**src/rtl/disp_pkg.sv**
```systemverilog
// Shared definitions for the multiplexed 7-segment display path:
// scan FSM encoding, blank/off codes and the digit-select helper.
package disp_pkg;

    typedef enum logic [1:0] {
        ST_IDLE  = 2'd0,
        ST_LOAD  = 2'd1,
        ST_BLANK = 2'd2,
        ST_DRIVE = 2'd3
    } scan_state_t;

    localparam int                    MAX_DIGITS = 4;
    localparam logic [3:0]            BLANK_CODE = 4'hF;
    localparam logic [MAX_DIGITS-1:0] ANODE_OFF  = '1;

    // Pick BCD digit idx (0 = units) out of a packed MAX_DIGITS-wide word.
    function automatic logic [3:0] digit_sel(input logic [4*MAX_DIGITS-1:0] bcd,
                                             input logic [1:0]              idx);
        return bcd[4*idx +: 4];
    endfunction

endpackage

```
**src/rtl/scan_timer.sv**
```systemverilog
// Interval timer shared by the blank and dwell phases: counts 0..limit-1,
// holds at the terminal count and restarts from 0 whenever clear is high.
module scan_timer #(
    parameter int TMR_W = 17
) (
    input  logic             clk,
    input  logic             rst_n,
    input  logic             clear,
    input  logic [TMR_W-1:0] limit,
    output logic             done
);

    logic [TMR_W-1:0] count;

    assign done = (count == limit - 1'b1);

    // NOTE: sequential state is written with non-blocking assignments only, so every
    // flop samples the pre-edge values regardless of process ordering.
    always_ff @(posedge clk or negedge rst_n) begin
        if (!rst_n) begin
            count <= '0;
        end else if (clear) begin
            count <= '0;
        end else if (!done) begin
            count <= count + 1'b1;
        end
    end

endmodule

```
**src/rtl/display_scan_sched.sv**
```systemverilog
// Digit scan scheduler: blanks, then drives each digit in turn from a display
// register that is refreshed from a one-deep pending slot only at frame start.
module display_scan_sched
    import disp_pkg::*;
#(
    parameter int NUM_DIGITS   = 3,
    parameter int DWELL_CYCLES = 65536,
    parameter int BLANK_CYCLES = 256,
    parameter int TMR_W        = 17
) (
    input  logic                    clk,
    input  logic                    rst_n,
    input  logic                    enable,
    input  logic                    lz_en,
    input  logic [4*NUM_DIGITS-1:0] bcd_in,
    input  logic                    bcd_valid,
    output logic                    bcd_ready,
    output logic [3:0]              nibble_out,
    output logic [NUM_DIGITS-1:0]   anode_n,
    output logic                    frame_start
);

    localparam int IDX_W = 2;

    scan_state_t             state, next_state;
    logic [IDX_W-1:0]        idx;
    logic                    last_digit;
    logic                    tmr_clear, tmr_done;
    logic [TMR_W-1:0]        tmr_limit;
    logic [4*NUM_DIGITS-1:0] disp_q, pend_q;
    logic                    pend_full;
    logic [4*MAX_DIGITS-1:0] disp_pad;
    logic [MAX_DIGITS-1:0]   lz_mask;
    logic [NUM_DIGITS-1:0]   anode_d;
    logic [3:0]              nibble_d;
    logic                    frame_start_d;

    assign last_digit = (idx == IDX_W'(NUM_DIGITS - 1));
    assign bcd_ready  = !pend_full;
    assign disp_pad   = (4*MAX_DIGITS)'(disp_q);
    assign tmr_clear  = !enable || (next_state != state);
    assign tmr_limit  = (state == ST_DRIVE) ? TMR_W'(DWELL_CYCLES) : TMR_W'(BLANK_CYCLES);

    scan_timer #(.TMR_W(TMR_W)) u_timer (
        .clk   (clk),
        .rst_n (rst_n),
        .clear (tmr_clear),
        .limit (tmr_limit),
        .done  (tmr_done)
    );

    always_ff @(posedge clk or negedge rst_n) begin
        if (!rst_n) state <= ST_IDLE;
        else        state <= next_state;
    end

    // NOTE: every always_comb output gets a default first, so no path can infer a latch.
    always_comb begin
        next_state = state;
        if (!enable) begin
            next_state = ST_IDLE;
        end else begin
            unique case (state)
                ST_IDLE:  next_state = ST_LOAD;
                ST_LOAD:  next_state = ST_BLANK;
                ST_BLANK: if (tmr_done) next_state = ST_DRIVE;
                ST_DRIVE: if (tmr_done) next_state = last_digit ? ST_LOAD : ST_BLANK;
                default:  next_state = ST_IDLE;
            endcase
        end
    end

    always_ff @(posedge clk or negedge rst_n) begin
        if (!rst_n) begin
            idx <= '0;
        end else if (!enable || state == ST_LOAD) begin
            idx <= '0;
        end else if (state == ST_DRIVE && tmr_done && !last_digit) begin
            idx <= idx + 1'b1;
        end
    end

    // NOTE: display and pending are real registers with defined reset contents, so they
    // are reset like any other state rather than left to power-up values.
    always_ff @(posedge clk or negedge rst_n) begin
        if (!rst_n) begin
            disp_q    <= '0;
            pend_q    <= '0;
            pend_full <= 1'b0;
        end else begin
            if (state == ST_LOAD && pend_full) begin
                disp_q    <= pend_q;
                pend_full <= 1'b0;
            end
            // Accepting only when empty means a drain and a capture never coincide.
            if (bcd_valid && !pend_full) begin
                pend_q    <= bcd_in;
                pend_full <= 1'b1;
            end
        end
    end

    // A digit is suppressed when it and everything above it are zero; units never are.
    always_comb begin
        logic run;
        run     = 1'b1;
        lz_mask = '0;
        for (int k = NUM_DIGITS - 1; k >= 0; k--) begin
            run        = run && (disp_q[4*k +: 4] == 4'd0);
            lz_mask[k] = run && (k != 0);
        end
    end

    // Outputs follow the next state so they line up with the state they describe;
    // a digit's look is decided on slot entry and held for the whole dwell.
    always_comb begin
        anode_d       = ANODE_OFF[NUM_DIGITS-1:0];
        nibble_d      = BLANK_CODE;
        frame_start_d = (next_state == ST_LOAD);
        if (next_state == ST_DRIVE) begin
            if (state == ST_DRIVE) begin
                anode_d  = anode_n;
                nibble_d = nibble_out;
            end else if (!(lz_en && lz_mask[idx])) begin
                anode_d  = ~(NUM_DIGITS'(1) << idx);
                nibble_d = digit_sel(disp_pad, idx);
            end
        end
    end

    always_ff @(posedge clk or negedge rst_n) begin
        if (!rst_n) begin
            anode_n     <= ANODE_OFF[NUM_DIGITS-1:0];
            nibble_out  <= BLANK_CODE;
            frame_start <= 1'b0;
        end else begin
            anode_n     <= anode_d;
            nibble_out  <= nibble_d;
            frame_start <= frame_start_d;
        end
    end

endmodule

```
**config.mk**
```make
export PLATFORM = sky130hd
export DESIGN_NAME = display_scan_sched
export DESIGN_NICKNAME = d
export VERILOG_FILES = /design/src/rtl/disp_pkg.sv /design/src/rtl/scan_timer.sv /design/src/rtl/display_scan_sched.sv
export SDC_FILE = /design/constraint.sdc
export NUM_CORES = 1
export LEC_CHECK = 0
export CORE_ASPECT_RATIO = 1.5
export CORE_MARGIN = 2
export CORE_UTILIZATION = 45
export CTS_CLUSTER_DIAMETER = 100
export DETAILED_ROUTE_END_ITERATION = 8
export PLACE_DENSITY = 0.7
export SYNTH_ARGS = -nofsm -noshare
export SYNTH_HDL_FRONTEND = slang
export SYNTH_SLANG_ARGS = --single-unit
```
**constraint.sdc**
```tcl
create_clock -name clk -period 2.85 [get_ports clk]
set_input_delay 0.57 -clock clk [delete_from_list [all_inputs] [get_ports clk]]
set_output_delay 0.57 -clock clk [all_outputs]
set_load 0.02 [all_outputs]
```
==> results of run 1 <==
[metrics by stage]
step,hold WS [ns],area [µm²]
after floorplan,0.2744,2536
after global placement,0.4812,2875
after detailed placement,0.4929,2875
after CTS,0.4011,2985
after global routing,0.4328,2985
final,0.3744,2985
[flip-flops by register name, summed over array words and instances (netlist names), 2 cells and up]
register       flops
state              2
nibble_out         4
disp_q            12
u_timer.count     17
anode_n            3
idx                2
pend_q            12
[worst max-delay path, cell delays in order, from the launching register on]
cell                        delay [ns]
sky130_fd_sc_hd__dfrtp_1          0.43
sky130_fd_sc_hd__or4_4            0.55
sky130_fd_sc_hd__or3_4            0.41
sky130_fd_sc_hd__a2111oi_4        0.44
sky130_fd_sc_hd__nor3b_1          0.09
sky130_fd_sc_hd__a311oi_1         0.26
[how the worst max path moves through the flow]
| stage | from | slack, ns | to | cells past startpoint |
|---|---|---|---|---|
| floorplan | u_timer.count[11] | 0.72 | state[1] | 5 |
| global placement | u_timer.count[11] | 0.62 | state[1] | 5 |
| detailed placement | u_timer.count[11] | 0.60 | state[1] | 5 |
| CTS | u_timer.count[11] | 0.59 | state[0] | 5 |
| global route | u_timer.count[8] | 0.48 | state[0] | 5 |
| finish | u_timer.count[11] | 0.59 | state[0] | 5 |
[cells in the mapped netlist (2+ instances only)]
| master | instances | area (µm²) |
|---|---|---|
| sky130_fd_sc_hd__and3_1 | 2 | 12.51 |
| sky130_fd_sc_hd__nand3_1 | 6 | 30.03 |
| sky130_fd_sc_hd__nand4_1 | 4 | 25.02 |
| sky130_fd_sc_hd__or3_1 | 5 | 31.28 |
| sky130_fd_sc_hd__xor2_1 | 4 | 35.03 |
| sky130_fd_sc_hd__a311oi_1 | 3 | 26.28 |
| sky130_fd_sc_hd__dfstp_2 | 7 | 183.9 |
| sky130_fd_sc_hd__a31oi_1 | 4 | 25.02 |
| sky130_fd_sc_hd__mux2i_1 | 6 | 60.06 |
| sky130_fd_sc_hd__mux2_2 | 24 | 270.3 |
| sky130_fd_sc_hd__or4_1 | 2 | 15.01 |
| sky130_fd_sc_hd__clkbuf_1 | 8 | 30.03 |
| sky130_fd_sc_hd__ha_1 | 4 | 50.05 |
| sky130_fd_sc_hd__nor2b_1 | 3 | 18.77 |
| sky130_fd_sc_hd__nand2_1 | 16 | 60.06 |
| sky130_fd_sc_hd__a21oi_1 | 8 | 40.04 |
| sky130_fd_sc_hd__a2111oi_0 | 4 | 35.03 |
| sky130_fd_sc_hd__or2_2 | 2 | 12.51 |
| sky130_fd_sc_hd__inv_1 | 6 | 22.52 |
| sky130_fd_sc_hd__nor2_1 | 29 | 108.9 |
| sky130_fd_sc_hd__nor3_1 | 4 | 20.02 |
| sky130_fd_sc_hd__and2_1 | 2 | 12.51 |
| sky130_fd_sc_hd__o211ai_1 | 2 | 15.01 |
| sky130_fd_sc_hd__o22ai_1 | 2 | 12.51 |
| sky130_fd_sc_hd__o21ai_0 | 6 | 30.03 |
| sky130_fd_sc_hd__dfrtp_1 | 47 | 1176 |
| sky130_fd_sc_hd__xnor2_1 | 4 | 35.03 |
[routing by layer]
metal / wire length, µm / up-vias / global-route usage, %
met2: 2637 / 25 / 29.93
met5: 0 / - / 0
met3: 99 / 10 / 3.275
met1: 1937 / 891 / 18.54
met4: 95 / 0 / 5.903
li1: - / 873 / -
[placed cells by master, fill, tap and decap left out, types with 6 or more instances in the layout]
| cell | n |
|---|---|
| sky130_fd_sc_hd__clkdlybuf4s50_1 | 24 |
| sky130_fd_sc_hd__nand2_1 | 16 |
| sky130_fd_sc_hd__nor2_1 | 29 |
| sky130_fd_sc_hd__mux2i_1 | 6 |
| sky130_fd_sc_hd__buf_4 | 6 |
| sky130_fd_sc_hd__dfstp_2 | 7 |
| sky130_fd_sc_hd__o21ai_0 | 6 |
| sky130_fd_sc_hd__nand3_1 | 6 |
| sky130_fd_sc_hd__mux2_2 | 24 |
| sky130_fd_sc_hd__a21oi_1 | 8 |
| sky130_fd_sc_hd__inv_1 | 6 |
| sky130_fd_sc_hd__dfrtp_1 | 47 |
[power by group]
group          leakage (µW)  internal [µW]  switching [µW]
clock network     0.0000514            262             240
registers          0.000669            946             111
logic              0.000444            217             141
total               0.00116           1430             492
[cell families (layout without fill, tap and decap cells)]
| logic type | after synthesis | in the layout | synth area share, % |
|---|---|---|---|
| fa+ha+maj | 4 | 4 | 1.973 |
| buf+inv | 16 | 45 | 2.417 |
| xor+xnor | 8 | 8 | 2.762 |
| compound gates | 34 | 34 | 9.670 |
| mux | 30 | 30 | 13.02 |
| simple gates | 83 | 83 | 16.53 |
| flops | 54 | 54 | 53.63 |
[final cells by class]
| class | count | area (µm²) | share of cell area (%) |
|---|---|---|---|
| Clock buffer | 6 | 72.57 | 2.431 |
| Clock inverter | 2 | 37.54 | 1.257 |
| Inverter | 6 | 22.52 | 0.7544 |
| Multi-Input combinational cell | 159 | 1115 | 37.34 |
| Sequential cell | 54 | 1360 | 45.56 |
| Tap cell | 70 | 87.58 | 2.934 |
| Timing Repair Buffer | 31 | 290.3 | 9.723 |
==> results_dict.tcl, run 1 <==
set metrics [dict create \
    timing.fmax_mhz 441.9 \
    n_antenna_cell 0 \
    number_of_flops_mapped_to_enable_cells_by_yosys 0 \
    final_cell_count_no_fill 328 \
    setup.worst_path.class "reg2reg" \
    synth.cell_area_um2 2536 \
    first_pass_grt_wire_length_mm 7.831 \
    final_critical_period_ns 2.263 \
    drv_cap 0 \
    clk_pin_slew_ns 0.10 \
    drt_first_iter_violations 95 \
    placement.io_buffers 25 \
    critPathArrivalTime_ns 2.47 \
    netlist_instances 229 \
    clockRootBuffer "sky130_fd_sc_hd__clkbuf_8" \
    rrSetupSlack_ns 0.59 \
    die_area_um2 6265 \
    drt-pass1-iter-count 4 \
    critical_path_peak_fanout 6 \
    required_ns 3.06 \
    ant_nets 0 \
    dpl.cell_count 320 \
    clk-insertion-delay-late_ns 0.30 \
    synth-warning-count 0 \
    synth_nets 250 \
    route.detailed.wl_per_inst_um 14.54 \
    finalSetupTns_ns 0 \
    grt_setup_unrepaired "no" \
    yosys.cell_types.count 42 \
    boundary_pins 26 \
    status "complete, no violations" \
    finalHoldViolations 0 \
    worst_slew_margin_rel_pct 55.54 \
    synth_seq_area_share_pct 53.63 \
    grt_antenna_before_repair 0 \
    r2r-end "state[0]" \
    post-route-drc-count 0 \
    yosys_register_bits 54 \
    worstMarginPinSlew_ns 0.6669 \
    grt_overflow_total 0 \
    fillers 506 \
    cts_hold_repair.buffers 0 \
    finish.net_count 278 \
    final_layout_size_suffix_gt1_share_pct 20.54 \
    post-cts-setup-buffer-count 0 \
    numCtsBuffers 5 \
    synth_ff_type "sky130_fd_sc_hd__dfrtp_1" \
    synth.avg_cell_area_um2 11.08 \
    die_width_um 65.30 \
    hpwl_mm 3.558 \
    crit-reg2reg-launch "u_timer.count[11]" \
    hold_path.class "in2async" \
    postLayoutSetupSlackWorst_ns 0.5868 \
    post_cts_resize_count 0 \
    slew_violations 0 \
    grt_usage_pct 16.30 \
    vdd_drop_max_v 0.0005170 \
    final.period_utilization_pct 79.41 \
    clock_path_buffers 2 \
    pre_cts_ws_ns 0.5998 \
    layout-area-overhead-vs-synth_pct 17.71 \
    core.rowCount 33 \
    floorplan_die_height_um 95.95 \
    routed_wl_mm 4.770 \
    cp-start-kind "flip-flop" \
    worst_clock_skew_on_the_final_layout_ns 0.007092 \
    design_power_total_uw 1917 \
    clkSinkCount 54 \
    cp-end-kind "flip-flop" \
    worst_r2r_path_depth 5 \
    grt_pass1_vias 1704 \
    setup_violating_endpoint_count_in_the_final_report 0 \
    cellPowerDensity_nw_per_um2 642.2 \
    grt_start_max_net_pins 55 \
    via_per_inst 5.485 \
    share_of_the_core_filled_with_cells_pct 54.78 \
    total_leakage_power_uw 0.001164 \
    num_vias 1799 \
    routabilityCongestion 0.8622 \
    asyncSetResetFlopFracSynth_pct 100.0 \
    floorplan.initialDensity_pct 46.53 \
    cts_tree "yes" \
    core_region_area_um2 5450 \
    h_tree_lvl_count 2 \
]
Power figures use the tool's default switching activity.
==> inputs of run 2 (changes only) <==
Settings changed: PLACE_DENSITY 0.7 to 0.72.
Clock period 2.85 ns to 1.85 ns, I/O delays scaled along.
==> run 2 against run 1 <==
Net effect:
- the flow now finishes with violations (negative setup slack)
- clock power is 25% higher
- via count is 6.6% higher
- global-route usage is 2.2 points higher
- cell count is 9.1% higher
- highest routed layer unchanged
- critical path type unchanged
- sequential cell count stayed put
- first-iteration DRC count is 5.3% lower
- setup slack worse by 0.93 ns
==> results_dict.tcl, run 2 (same netlist as run 1, synthesis figures left out) <==
set metrics [dict create \
    status "finished, violations left" \
    failed_checks "negative setup slack" \
    grt_usage_pct 18.49 \
    mostFrequentLayoutCells "sky130_fd_sc_hd__dfrtp_1, sky130_fd_sc_hd__buf_4, sky130_fd_sc_hd__nor2_1" \
    route.detailed.wl_per_inst_um 14.45 \
    routed_wl_mm 5.172 \
    numCtsBuffers 5 \
    power.combinational.fraction_pct 20.4 \
    cellPowerDensity_nw_per_um2 863.7 \
    design_power_total_uw 2824 \
    critPathArrivalTime_ns 2.38 \
    final_layout_size_suffix_gt1_share_pct 31.94 \
    layout.cells.most_common "sky130_fd_sc_hd__dfrtp_1" \
    routabilityCongestion 0.9073 \
    vdd_drop_max_v 0.0007119 \
    required_ns 2.05 \
    h_tree_lvl_count 2 \
    die_width_um 65.30 \
    finalHoldViolations 0 \
    clk_pin_slew_ns 0.09 \
    placement.io_buffers 25 \
    sequentialPowerShare_pct 57.5 \
    top_register "u_timer.count" \
    timing.fmax_mhz 456.8 \
    core.rowCount 33 \
    boundary_pins 26 \
    cp-start-kind "flip-flop" \
    cts_hold_repair.buffers 0 \
    worstMarginPinSlew_ns 0.5063 \
    clockRootBuffer "sky130_fd_sc_hd__clkbuf_8" \
    via_per_inst 5.358 \
    layout-area-overhead-vs-synth_pct 28.91 \
    pwr-share-clk_pct 22.1 \
    cts_tree "yes" \
    internal_power_uw 2076 \
    critical_path_peak_fanout 4 \
    grt_pass1_vias 2005 \
    first_pass_grt_wire_length_mm 8.921 \
    die_area_um2 6265 \
    cp-end-kind "flip-flop" \
    r2r-end "state[0]" \
    floorplan_die_height_um 95.95 \
    finalSetupTns_ns -3.381 \
    hold_path.class "in2async" \
    drv_cap 0 \
    core_region_area_um2 5450 \
    ant_nets 0 \
    drt-pass1-iter-count 4 \
    crit-reg2reg-launch "u_timer.count[15]" \
    rrSetupSlack_ns -0.34 \
    fillers 494 \
    clkSinkCount 54 \
    slew_violations 0 \
    netSwitchingPower_uw 747.9 \
    clock_path_buffers 2 \
    placed_area_um2 3109 \
    n_antenna_cell 0 \
    final.period_utilization_pct 118.3 \
    hpwl_mm 3.872 \
    grt_setup_unrepaired "yes" \
    final_cell_area_um2 3269 \
    grt_start_max_net_pins 55 \
    post-route-drc-count 0 \
    grt_overflow_total 0 \
    largest_register_ffs 17 \
    worst_slew_margin_rel_pct 66.25 \
    num_vias 1918 \
    finish.net_count 308 \
    clk-insertion-delay-late_ns 0.30 \
    floorplan.initialDensity_pct 46.53 \
    worst_r2r_path_depth 5 \
    worst_clock_skew_on_the_final_layout_ns 0.008465 \
    grt_antenna_before_repair 0 \
    p_sw_share_pct 26.48 \
    setup.worst_path.class "reg2reg" \
    final_critical_period_ns 2.189 \
    drt_first_iter_violations 90 \
    postLayoutSetupSlackWorst_ns -0.3389 \
    total_leakage_power_uw 0.001315 \
    largestRegisters "u_timer.count: 17 flops, disp_q: 12 flops, pend_q: 12 flops" \
    setup_violating_endpoint_count_in_the_final_report 14 \
]
## run 2: cell count changes in the layout (fill, tap and decap cells not counted), sizes merged
cell / previous run / this run
buf: 7 / 37
clkdlybuf4s50: 24 / 20
dlymetal6s2s: 0 / 4
bufinv: 1 / 0
clkbuf: 6 / 7
## run 2: area by class of cell
cell class              instances  area (µm²)  area share [%]
repair buffers                 61       549.3           16.80
clock inverters                 1       7.507          0.2296
inverters                       6       22.52          0.6889
clock buffers                   7       76.32           2.334
multi-input cells             159        1166           35.67
flip-flops and latches         54        1360           41.60
well taps                      70       87.58           2.679
## run 2: critical path, stage by stage, from the launching register on
cell and delay [ns]:
sky130_fd_sc_hd__dfrtp_1 0.40, sky130_fd_sc_hd__or4_4 0.54, sky130_fd_sc_hd__or3_4 0.41, sky130_fd_sc_hd__a2111oi_4 0.39, sky130_fd_sc_hd__nor3b_1 0.11, sky130_fd_sc_hd__a311oi_1 0.24
## run 2: worst max-delay path by stage
| stage | start | endpoint |
|---|---|---|
| 6_report | u_timer.count[15] | state[0] |
| 5_1_grt | u_timer.count[15] | state[1] |
| 4_1_cts | u_timer.count[15] | state[1] |
| 3_5_place_dp | u_timer.count[15] | state[1] |
| 3_3_place_gp | u_timer.count[15] | state[1] |
| 2_1_floorplan | u_timer.count[8] | state[1] |
## run 2: power groups by stage
stage          combinational (µW)  sequential [µW]  clock (µW)
2_1_floorplan                 412             1600           0
3_3_place_gp                  561             1640           0
3_5_place_dp                  584             1650           0
4_1_cts                       586             1630         649
5_1_grt                       640             1670         695
6_report                      575             1620         625
## run 2: per-stage QoR
| step | std cells | util, % | hold WS [ns] | setup WS, ns |
|---|---|---|---|---|
| 3_3_place_gp | 347 | 57.05 | 0.3873 | -0.2650 |
| 3_5_place_dp | 347 | 57.05 | 0.3877 | -0.2967 |
| 6_report | 358 | 59.99 | 0.03976 | -0.3389 |
| 4_1_cts | 358 | 59.57 | 0.05488 | -0.3013 |
| 2_1_floorplan | 229 | - | 0.07441 | -0.2167 |
| 5_1_grt | 358 | 59.99 | 0.07383 | -0.3797 |
## run 2: what timing repair did
action	4_1_cts	5_1_grt
pin swaps	3	3
setup buffers	4	2
hold endpoints to repair	0	0
endpoints found under the setup margin	19	23
gates resized for setup	7	9
## run 2: metal layers
layer | vias to the layer above | global-route usage, % | part of all wire, %
li1 | 933 | - | -
met1 | 939 | 20.55 | 39
met2 | 35 | 34.78 | 56
met3 | 11 | 2.807 | 2.6
met4 | 0 | 7.465 | 2.4
met5 | - | 0 | 0
==> inputs of run 3 (changes only) <==
Settings changed: CORE_MARGIN 2 to default, CTS_CLUSTER_SIZE from default to 28.
==> run 3 against run 2 <==
Net effect:
- the run still ends with negative setup slack left
- register-to-register slack lost 0.02 ns
- clock-buffer cell count is 1 lower
- first-iteration DRC count grew 12%
- design area grew 0.38%
- power up 1.7%
- via count up 1.3%
- fmax shrank 0.81%
==> results_dict.tcl, run 3 (same netlist as run 1, synthesis figures left out) <==
set metrics [dict create \
    status "finished, violations left" \
    failed_checks "negative setup slack" \
    final.period_utilization_pct 119.3 \
    final_cell_area_um2 3282 \
    post-route-drc-count 0 \
    netSwitchingPower_uw 791.2 \
    grt_pass1_vias 1990 \
    drv_cap 0 \
    p_sw_share_pct 27.56 \
    clkSinkCount 54 \
    cp-end-kind "flip-flop" \
    h_tree_lvl_count 2 \
    rrSetupSlack_ns -0.36 \
    clk_pin_slew_ns 0.10 \
    n_antenna_cell 0 \
    required_ns 2.07 \
    grt_start_max_net_pins 35 \
    setup.worst_path.class "reg2reg" \
    final_layout_size_suffix_gt1_share_pct 32.63 \
    drt_first_iter_violations 101 \
    die_area_um2 5946 \
    final_critical_period_ns 2.207 \
    dpl.cell_count 342 \
    slew_violations 0 \
    finalHoldViolations 0 \
    num_vias 1942 \
    setup_violating_endpoint_count_in_the_final_report 14 \
    largest_register_ffs 17 \
    placed_area_um2 3072 \
    grt_usage_pct 19.44 \
    floorplan.initialDensity_pct 46.53 \
    largestRegisters "u_timer.count: 17 flops, disp_q: 12 flops, pend_q: 12 flops" \
    sequentialPowerShare_pct 56.6 \
    mostFrequentLayoutCells "sky130_fd_sc_hd__dfrtp_1, sky130_fd_sc_hd__nor2_1, sky130_fd_sc_hd__buf_4" \
    first_pass_grt_wire_length_mm 8.838 \
    total_leakage_power_uw 0.001306 \
    boundary_pins 26 \
    layout.cells.most_common "sky130_fd_sc_hd__dfrtp_1" \
    ant_nets 0 \
    drt-pass1-iter-count 4 \
    internal_power_uw 2080 \
    finish.net_count 305 \
    worstMarginPinSlew_ns 0.5202 \
    numCtsBuffers 5 \
    grt_overflow_total 0 \
    core.rowCount 33 \
    routabilityCongestion 0.8624 \
    pwr-share-clk_pct 23.4 \
    worst_clock_skew_on_the_final_layout_ns 0.006412 \
    clk-insertion-delay-late_ns 0.31 \
    grt_antenna_before_repair 0 \
    core_region_area_um2 5450 \
    layout-area-overhead-vs-synth_pct 29.40 \
    die_width_um 63.30 \
    cp-start-kind "flip-flop" \
    routed_wl_mm 5.276 \
    cellPowerDensity_nw_per_um2 874.7 \
    holdWs_ns 0.02181 \
    route.detailed.wl_per_inst_um 14.86 \
    worst_slew_margin_rel_pct 65.32 \
    critPathArrivalTime_ns 2.42 \
    vdd_drop_max_v 0.0007003 \
    timing.fmax_mhz 453.1 \
    cts_tree "yes" \
    clockRootBuffer "sky130_fd_sc_hd__clkbuf_8" \
    hold_path.class "in2async" \
    postLayoutSetupSlackWorst_ns -0.3568 \
    clock_path_buffers 2 \
    top_register "u_timer.count" \
    placement.io_buffers 25 \
    power.combinational.fraction_pct 20.0 \
    final_cell_count_no_fill 355 \
    grt_setup_unrepaired "yes" \
    critical_path_peak_fanout 4 \
    hpwl_mm 3.877 \
    via_per_inst 5.470 \
    floorplan_die_height_um 93.95 \
]
==> run 3: through the flow <==
| step | utilization, % | power [µW] | worst slack [ns] | TNS (ns) |
|---|---|---|---|---|
| floorplan | - | 2009 | -0.2167 | -2.083 |
| global placement | 56.36 | 2195 | -0.2651 | -2.790 |
| detailed placement | 56.36 | 2235 | -0.3036 | -3.182 |
| CTS | 58.72 | 2898 | -0.3078 | -3.096 |
| global route | 60.22 | 3020 | -0.4176 | -4.536 |
| finish | 60.22 | 2871 | -0.3568 | -3.526 |
==> run 3: critical path: stages, from the launching register on <==
cell and delay (ns):
sky130_fd_sc_hd__dfrtp_1 0.40, sky130_fd_sc_hd__or4_4 0.55, sky130_fd_sc_hd__or3_4 0.41, sky130_fd_sc_hd__a2111oi_4 0.41, sky130_fd_sc_hd__nor3b_1 0.09, sky130_fd_sc_hd__a311oi_1 0.25
==> run 3: path summary, 6_finish.rpt <==
check	start	to	depth (start not counted)
max	u_timer.count[15]	state[0]	5
min	rst_n	u_timer.count[16]	1
max reg2reg	u_timer.count[15]	state[0]	5
min reg2reg	anode_n[0]	anode_n[0]	2
max in group asynchronous	rst_n	nibble_out[1]	2
min in group clk	anode_n[0]	anode_n[0]	2
==> run 3: power groups by stage <==
stage / Clock, µW / Combinational [µW] / Sequential (µW)
floorplan: 0 / 412 / 1600
global placement: 0 / 556 / 1640
detailed placement: 0 / 582 / 1650
CTS: 687 / 583 / 1630
global route: 723 / 633 / 1660
finish: 670 / 574 / 1630
==> run 3: repair_timing <==
action,CTS,global route
gates resized for setup,6,15
buffers inserted,4,2
pin swaps,6,11
hold buffers,0,0
endpoints found under the hold margin,0,0
setup endpoints to repair,15,26
==> run 3: per-layer routing <==
layer	vias to the layer above	GRT usage (%)	routed length [µm]
met1	960	20.86	2016
met4	0	10.80	185
li1	923	-	-
met2	43	36.02	2929
met3	16	2.791	145
met5	-	0	0
==> run 3: final cells by class <==
class / count / area (µm²)
tap: 70 / 87.58
fill: 485 / 2168
inverter: 6 / 22.52
clock inverter: 2 / 16.27
clock buffer: 6 / 72.57
sequential: 54 / 1360
multi-input combinational: 159 / 1191
timing repair buffer: 58 / 531.8
